### src/rtl/uart_tx_arbiter.sv
// uart_tx_arbiter: round-robin sharing of one UART transmitter among NUM_REQ byte requesters.
// Define UART_ARB_ID_EN to prefix every grant with header byte {5'b10100, grant_id}.
module uart_tx_arbiter #(
  parameter int NUM_REQ   = 4,
  parameter int MAX_BURST = 16
) (
  input  logic                 i_uclk,
  input  logic                 i_rst,
  input  logic [NUM_REQ-1:0]   i_req_valid,
  input  logic [8*NUM_REQ-1:0] i_req_data,
  input  logic [NUM_REQ-1:0]   i_req_last,
  output logic [NUM_REQ-1:0]   o_req_ready,
  output logic [7:0]           o_tx_data,
  output logic                 o_tx_start,
  input  logic                 i_tx_busy,
  output logic                 o_grant_valid,
  output logic [2:0]           o_grant_id
);

  // IDLE arbitrate | GRANT latch owner | ID header | LOAD take byte | START pulse | ACK await busy | DONE await idle
  typedef enum logic [2:0] {
    S_IDLE, S_GRANT, S_ID, S_LOAD, S_START, S_ACK, S_DONE
  } state_t;

  state_t      r_state;
  state_t      w_next;
  logic [2:0]  r_ptr;
  logic [2:0]  r_win;
  logic [2:0]  r_grant_id;
  logic        r_grant_valid;
  logic [7:0]  r_tx_data;
  logic        r_last;
  logic        r_hdr;
  logic [7:0]  r_burst_cnt;
  logic [1:0]  r_ack_cnt;

  logic [2:0]  w_win;
  logic        w_any;
  logic        w_sel_valid;
  logic [7:0]  w_sel_data;
  logic        w_sel_last;
  logic        w_release;

  // Descending scan so the smallest offset after r_ptr is the last (winning) assignment.
  always_comb begin
    w_win = '0;
    w_any = 1'b0;
    for (int k = NUM_REQ; k >= 1; k--) begin
      for (int j = 0; j < NUM_REQ; j++) begin
        if (((int'(r_ptr) + k) == j || (int'(r_ptr) + k) == (j + NUM_REQ)) && i_req_valid[j]) begin
          w_win = 3'(j);
          w_any = 1'b1;
        end
      end
    end
  end

  always_comb begin
    w_sel_valid = 1'b0;
    w_sel_data  = '0;
    w_sel_last  = 1'b0;
    o_req_ready = '0;
    for (int j = 0; j < NUM_REQ; j++) begin
      if (r_grant_id == 3'(j)) begin
        w_sel_valid    = i_req_valid[j];
        w_sel_data     = i_req_data[8*j +: 8];
        w_sel_last     = i_req_last[j];
        o_req_ready[j] = (r_state == S_LOAD);
      end
    end
  end

  assign w_release = r_last || (r_burst_cnt == 8'(MAX_BURST));

  always_ff @(posedge i_uclk) begin
    if (i_rst) r_state <= S_IDLE;
    else       r_state <= w_next;
  end

  always_comb begin
    w_next     = r_state;
    o_tx_start = 1'b0;
    case (r_state)
      S_IDLE:  if (w_any) w_next = S_GRANT;
`ifdef UART_ARB_ID_EN
      S_GRANT: w_next = S_ID;
      S_ID:    w_next = S_START;
`else
      S_GRANT: w_next = S_LOAD;
`endif
      S_LOAD:  w_next = w_sel_valid ? S_START : S_IDLE;
      S_START: begin
        if (!i_tx_busy) begin
          o_tx_start = 1'b1;
          w_next     = S_ACK;
        end
      end
      S_ACK: begin
        if (i_tx_busy)               w_next = S_DONE;
        else if (r_ack_cnt == 2'd3)  w_next = S_START;
      end
      S_DONE: begin
        if (!i_tx_busy) w_next = (!r_hdr && w_release) ? S_IDLE : S_LOAD;
      end
      default: w_next = S_IDLE;
    endcase
  end

  always_ff @(posedge i_uclk) begin
    if (i_rst) begin
      r_ptr         <= 3'(NUM_REQ - 1);
      r_win         <= '0;
      r_grant_id    <= '0;
      r_grant_valid <= 1'b0;
      r_tx_data     <= '0;
      r_last        <= 1'b0;
      r_hdr         <= 1'b0;
      r_burst_cnt   <= '0;
      r_ack_cnt     <= '0;
    end else begin
      case (r_state)
        S_IDLE: r_win <= w_win;
        S_GRANT: begin
          r_grant_id    <= r_win;
          r_grant_valid <= 1'b1;
          r_burst_cnt   <= '0;
          r_hdr         <= 1'b0;
        end
`ifdef UART_ARB_ID_EN
        S_ID: begin
          r_tx_data <= {5'b10100, r_grant_id};
          r_hdr     <= 1'b1;
        end
`endif
        S_LOAD: begin
          if (w_sel_valid) begin
            r_tx_data <= w_sel_data;
            r_last    <= w_sel_last;
            if (r_burst_cnt < 8'(MAX_BURST)) r_burst_cnt <= r_burst_cnt + 8'd1;
          end else begin
            r_ptr         <= r_grant_id;
            r_grant_valid <= 1'b0;
          end
        end
        S_START: r_ack_cnt <= '0;
        S_ACK:   if (!i_tx_busy) r_ack_cnt <= r_ack_cnt + 2'd1;
        S_DONE: begin
          if (!i_tx_busy) begin
            if (r_hdr) begin
              r_hdr <= 1'b0;
            end else if (w_release) begin
              r_ptr         <= r_grant_id;
              r_grant_valid <= 1'b0;
            end
          end
        end
        default: ;
      endcase
    end
  end

  assign o_tx_data     = r_tx_data;
  assign o_grant_valid = r_grant_valid;
  assign o_grant_id    = r_grant_id;

endmodule

### config.mk
export PLATFORM = sky130hd
export DESIGN_NAME = uart_tx_arbiter
export DESIGN_NICKNAME = d
export VERILOG_FILES = /design/src/rtl/uart_tx_arbiter.sv
export SDC_FILE = /design/constraint.sdc
export NUM_CORES = 1
export LEC_CHECK = 0
export BUFFER_PORTS_ARGS = -buffer_cell sky130_fd_sc_hd__buf_2
export CORE_UTILIZATION = 30
export DETAILED_ROUTE_END_ITERATION = 8
export PLACE_DENSITY = 0.52
export SLEW_MARGIN = 15
export SYNTH_ARGS = -nofsm -noshare
export SYNTH_HDL_FRONTEND = slang
export SYNTH_SLANG_ARGS = --single-unit
export TNS_END_PERCENT = 5
### constraint.sdc
create_clock -name i_uclk -period 3 [get_ports i_uclk]
set_input_delay 0.45 -clock i_uclk [delete_from_list [all_inputs] [get_ports i_uclk]]
set_output_delay 0.45 -clock i_uclk [all_outputs]
set_load 0.02 [all_outputs]
---- After elaboration in Yosys (flattened, before gate mapping) ----
Cells that the tools add are included.
operators by class
  magnitude comparators ................... 1
  reductions and logical operators ........ 53
  multiplexer cells ....................... 74
  equal/unequal tests ..................... 48
  add/subtract/negate cells ............... 6
operators with widths
  cell                                                   count
  equality test 32 x 4 -> 1 bit (second input constant)  12
  equality test 32 x 3 -> 1 bit (second input constant)  8
  equality test 32 x 2 -> 1 bit (second input constant)  4
  zero test 32 bit                                       4
  two-way mux 3 bit                                      24
  two-way mux 8 bit                                      6
  two-way mux 1 bit                                      36
  case mux 3 bit (6 select lines)                        1
  logical AND 1 bit                                      17
  logical OR 1 bit                                       17
  equality test 4 x 3 -> 1 bit (second input constant)   4
  != test 2 bit (second input constant)                  8
  case mux 8 bit (2 select lines)                        1
  AND reduction 5 bit                                    2
  equality test 3 x 2 -> 1 bit (second input constant)   3
  equality test 3 bit (second input constant)            3
  adder 3 x 2 -> 4 bit (second input constant)           2
  adder 8 x 1 -> 8 bit (second input constant)           1
  equality test 8 x 5 -> 1 bit (second input constant)   1
  < comparator 8 x 5 -> 1 bit (second input constant)    1
  nonzero test 2 bit                                     4
  equality test 3 x 1 -> 1 bit (second input constant)   2
  zero test 3 bit                                        2
  case mux 3 bit (2 select lines)                        1
  15 further kinds                                       18
storage, ports and cells
  bits of input ports ..................... 43
  register bits after elaboration ......... 33
  output and inout bits ................... 17
  word-level logic and storage cells ...... 192

---- Depth between registers and ports, before layout ----
  depth after elaboration ................. 22
  depth in mapped cells ................... 6
  mapped depth without buffers ............ 6

---- Worst setup path before layout ----
Ideal clock, no wire load.
  path type ............................... reg2out
  from .................................... register r_grant_id[1], in the netlist o_grant_id[1]
  to ...................................... output o_req_ready[2]
  stages on the path, launching flop included .. 4
  required time ........................... 2550 ps
  data arrival time ....................... 1493 ps
  setup slack ............................. 1057 ps
  buffers on the path ..................... 2
  path through ............................ dfxtp_1 buf_2 buf_1 nor3b_1
between the ends
  word-level cells in the longest chain between the ends .. 2
ends and longest elaborated chain
  element                       line  source
  from (decl)                   29    logic [2:0] r_grant_id;
  from (signal assigned)        124   r_grant_id <= r_win;
  equality test 3 x 2 -> 1 bit  64    if (r_grant_id == 3'(j)) begin
  two-way mux 1 bit             64
  to (decl)                     12    output logic [NUM_REQ-1:0] o_req_ready,
No other way between the ends.

---- Final worst setup path ----
  from .................................... register r_state[0]
  to ...................................... output o_req_ready[2]
between the ends
  word-level cells in the longest chain between the ends .. 2
ends and longest elaborated chain
  element                       line  source
  from (decl)                   25    state_t r_state;
  from (signal assigned)        77    else r_state <= w_next;
  equality test 3 x 2 -> 1 bit  68    o_req_ready[j] = (r_state == S_LOAD);
  two-way mux 1 bit             64
No other way between the ends.

==> out/qor.yml <==
synthesis:
  synthXorXnorAreaFrac_pct: 0.532
  yosysSeqAreaShare_pct: 35.3
  syn_area_um2: 1650
  synth_seq_cells: 29
  syn_inst: 192
  synth_common_cells: "29 x dfxtp_1, 28 x nand2_1, 22 x a21oi_1"
  synth_edf_count: 0
  ys_async_sr_fraction_pct: 0
  yosysTopAreaCell: "dfxtp_1"
  yosysWarnings: 0
  synth-simple-area-share_pct: 26.7
  yosys-mux-area-fraction_pct: 15.5
  synth_top_family_by_area: "simple AND/OR/NAND/NOR gates"
  synth_fp_nets: 238
  synthAdderAreaFrac_pct: 2.28
  syn_area_per_cell_um2: 8.58
  yosysMostFrequentCell: "dfxtp_1"
  yosys.area.top_type_share_pct: 35.3
  synth_compound_area_share_pct: 14.4
  synth_cell_types: 44
  synthTopCellsByArea: "dfxtp_1 35%, mux4_2 14%, a21oi_1 6.7%"
  synthFlopType: "dfxtp_1"
clocking:
  postCtsHoldBufs: 0
  clock-sinks: 29
  clockRootBuffer: "clkbuf_8"
  cts-resized-gates: 0
  numCtsBuffers: 5
  post_cts_buffers: 0
  cts_tree: "built"
  clk_path_buf_depth: 2
  clk_latency_ps: 270
  path_clk_slew_ps: 60
  h-tree-depth: 2
setup_path:
  cp_max_fo: 15
  required_ps: 2550
  critical_path.slowest_cell: "dfxtp_1"
  crit_cells: 4
  crit_arrival_ps: 1670
  critPathBufInv: 1
  worstSetupPathType: "flip-flop to output port"
  r2r_cells: 4
  crit_chain: "nor2b_1 > nand2_1 > nor3b_1 > buf_2"
  r2r_start: "r_state[1]$_SDFFE_PP0P_"
  start_kind: "flip-flop"
  crit_family: "simple AND/OR/NAND/NOR gates"
  worstSetupEndpoint: "o_req_ready[2]"
  cpPeakStageDelay_ps: 580
  cp-startpoint: "r_state[0]$_SDFFE_PP0P_"
  regToRegEndpoint: "r_ptr[1]$_SDFFE_PP1P_"
  ff2ff_setup_slack_ps: 1180
  crit_path_end_kind: "output port"
routing:
  dr.pass1.iters: 4
  totalWireLength_mm: 4.06
  wl_per_cell_um: 12.9
  antenna_left: 0
  routed_via_density: 4.93
  drc_errors: 0
  drtIter0Drc: 102
  num_vias: 1549
placed_design:
  gp_congestion: 0.778
  port_buffers: 58
  place_ws_ps: 1050
  dpl.hpwl_mm: 3.03
sta:
  fin_crit_ps: 2120
  rsz0062_at_grt: "no"
  finalCritPeriodShare_pct: 70.5
  max_freq_ghz: 0.473
  finalSetupViolations: 0
  final_hold_viol_count: 0
  worstMarginPinSlew_ps: 631
  drv_slew: 0
  finalSetupTns_ps: 0
  relSlewSlack_pct: 57.7
  worst_slack_ps: 885
  fin_skew_ps: 5.59
cells_and_area:
  n_antenna_cell: 0
  drive_gt1_share_pct: 33.2
  fin_util_pct: 39.4
  nFillCells: 579
  layout.nets: 291
  area_delta_synth_final_pct: 24.5
grt:
  grt_pass1_vias: 1485
  antenna_found_initial: 0
  track_usage_pct: 14.9
  grt_max_degree: 29
  overflow: 0
  grt_pass1_wl_mm: 6.96
floorplanning:
  die-area_um2: 5790
  core_area_um2: 5200
  io_pins: 60
  start_util_pct: 31.6
  die_w_um: 76.1
  fp-row-count: 26
  die_height_um: 76.1
pwr:
  p_per_area_nw_per_um2: 421
  p_leak_nw: 0.852
  power_uw: 863
  peakVddDrop_v: 0.000259
outcome:
  outcome: "finished, final reports clean"
job:
  drv_cap: 0
hold_path:
  hold_path.class: "flip-flop to flip-flop"
[sequential cells by signal, indices dropped and copies added (netlist names)]
register,cells
r_state,3
r_win,2
r_ack_cnt,2
o_grant_valid,1
o_tx_data,8
r_ptr,2
o_grant_id,2
r_last,1
r_burst_cnt,8
[per-stage QoR]
step           instances  cell area (um2)  hold slack (ps)
4_1_cts              314             2050              451
6_report             314             2050              450
3_5_place_dp         308             1980              444
5_1_grt              314             2050              468
3_3_place_gp         308             1980              440
2_1_floorplan        192             1650              432
[where the power goes]
part	switching [mW]	internal (mW)
Clock	0.134	0.152
Sequential	0.0212	0.400
Combinational	0.0794	0.0755
[area by class of cell]
class | count | area [um2] | share of cell area [%]
Multi-Input combinational cell | 143 | 981 | 47.8
Inverter | 6 | 22.5 | 1.10
Sequential cell | 29 | 581 | 28.3
Timing Repair Buffer | 60 | 305 | 14.9
Clock inverter | 1 | 5.00 | 0.244
Clock buffer | 5 | 68.8 | 3.36
Tap cell | 70 | 87.6 | 4.27
[worst register-to-register path: cells and delay by family (launching register included)]
family / cells / cell delay (ps)
flops: 1 / 660
compound gates: 1 / 580
simple gates: 2 / 310
mux: 1 / 150
[cell usage in the layout, fill, tap and decap left out, drive strengths merged, types with 5 or more instances in the layout]
cell,netlist,final
buf,7,60
dfxtp,29,29
nand2,28,28
a21oi,22,22
nor2,21,21
mux4,10,10
nor3,9,9
inv,6,6
o21ai,6,6
clkbuf,7,5
[worst min path at each step]
| stage | startpoint | endpoint | depth (start not counted) | slack (ps) |
|---|---|---|---|---|
| 6_report | o_tx_data[1]$_SDFFE_PP0P_ | o_tx_data[1]$_SDFFE_PP0P_ | 2 | 450 |
| 5_1_grt | o_tx_data[1]$_SDFFE_PP0P_ | o_tx_data[1]$_SDFFE_PP0P_ | 2 | 470 |
| 4_1_cts | o_tx_data[1]$_SDFFE_PP0P_ | o_tx_data[1]$_SDFFE_PP0P_ | 2 | 450 |
| 3_5_place_dp | o_tx_data[1]$_SDFFE_PP0P_ | o_tx_data[1]$_SDFFE_PP0P_ | 2 | 440 |
| 3_3_place_gp | o_tx_data[5]$_SDFFE_PP0P_ | o_tx_data[5]$_SDFFE_PP0P_ | 2 | 440 |
| 2_1_floorplan | r_win[0]$_SDFFE_PP0N_ | o_grant_id[0]$_SDFFE_PP0P_ | 2 | 430 |
[per-layer routing]
layer | GRT usage (%) | routed length (um) | part of all wire (%) | vias up
met2 | 23.7 | 1920 | 47 | 35
met1 | 19.9 | 1910 | 47 | 724
met3 | 4.31 | 203 | 5.0 | 4
met5 | 0 | 0 | 0 | -
met4 | 3.46 | 30 | 0.74 | 0
li1 | - | - | - | 786
[cells by family (layout without fill, tap and decap cells)]
family,after synthesis,in the layout
AOI/OAI and AO/OA,40,40
xor gates and xnor gates,1,1
adders and majority gates,3,3
buffers and inverters,20,72
DFF,29,29
muxes,13,13
other,1,1
and+or+nand+nor,85,85
No activity file was read; power rests on OpenSTA's default activity.
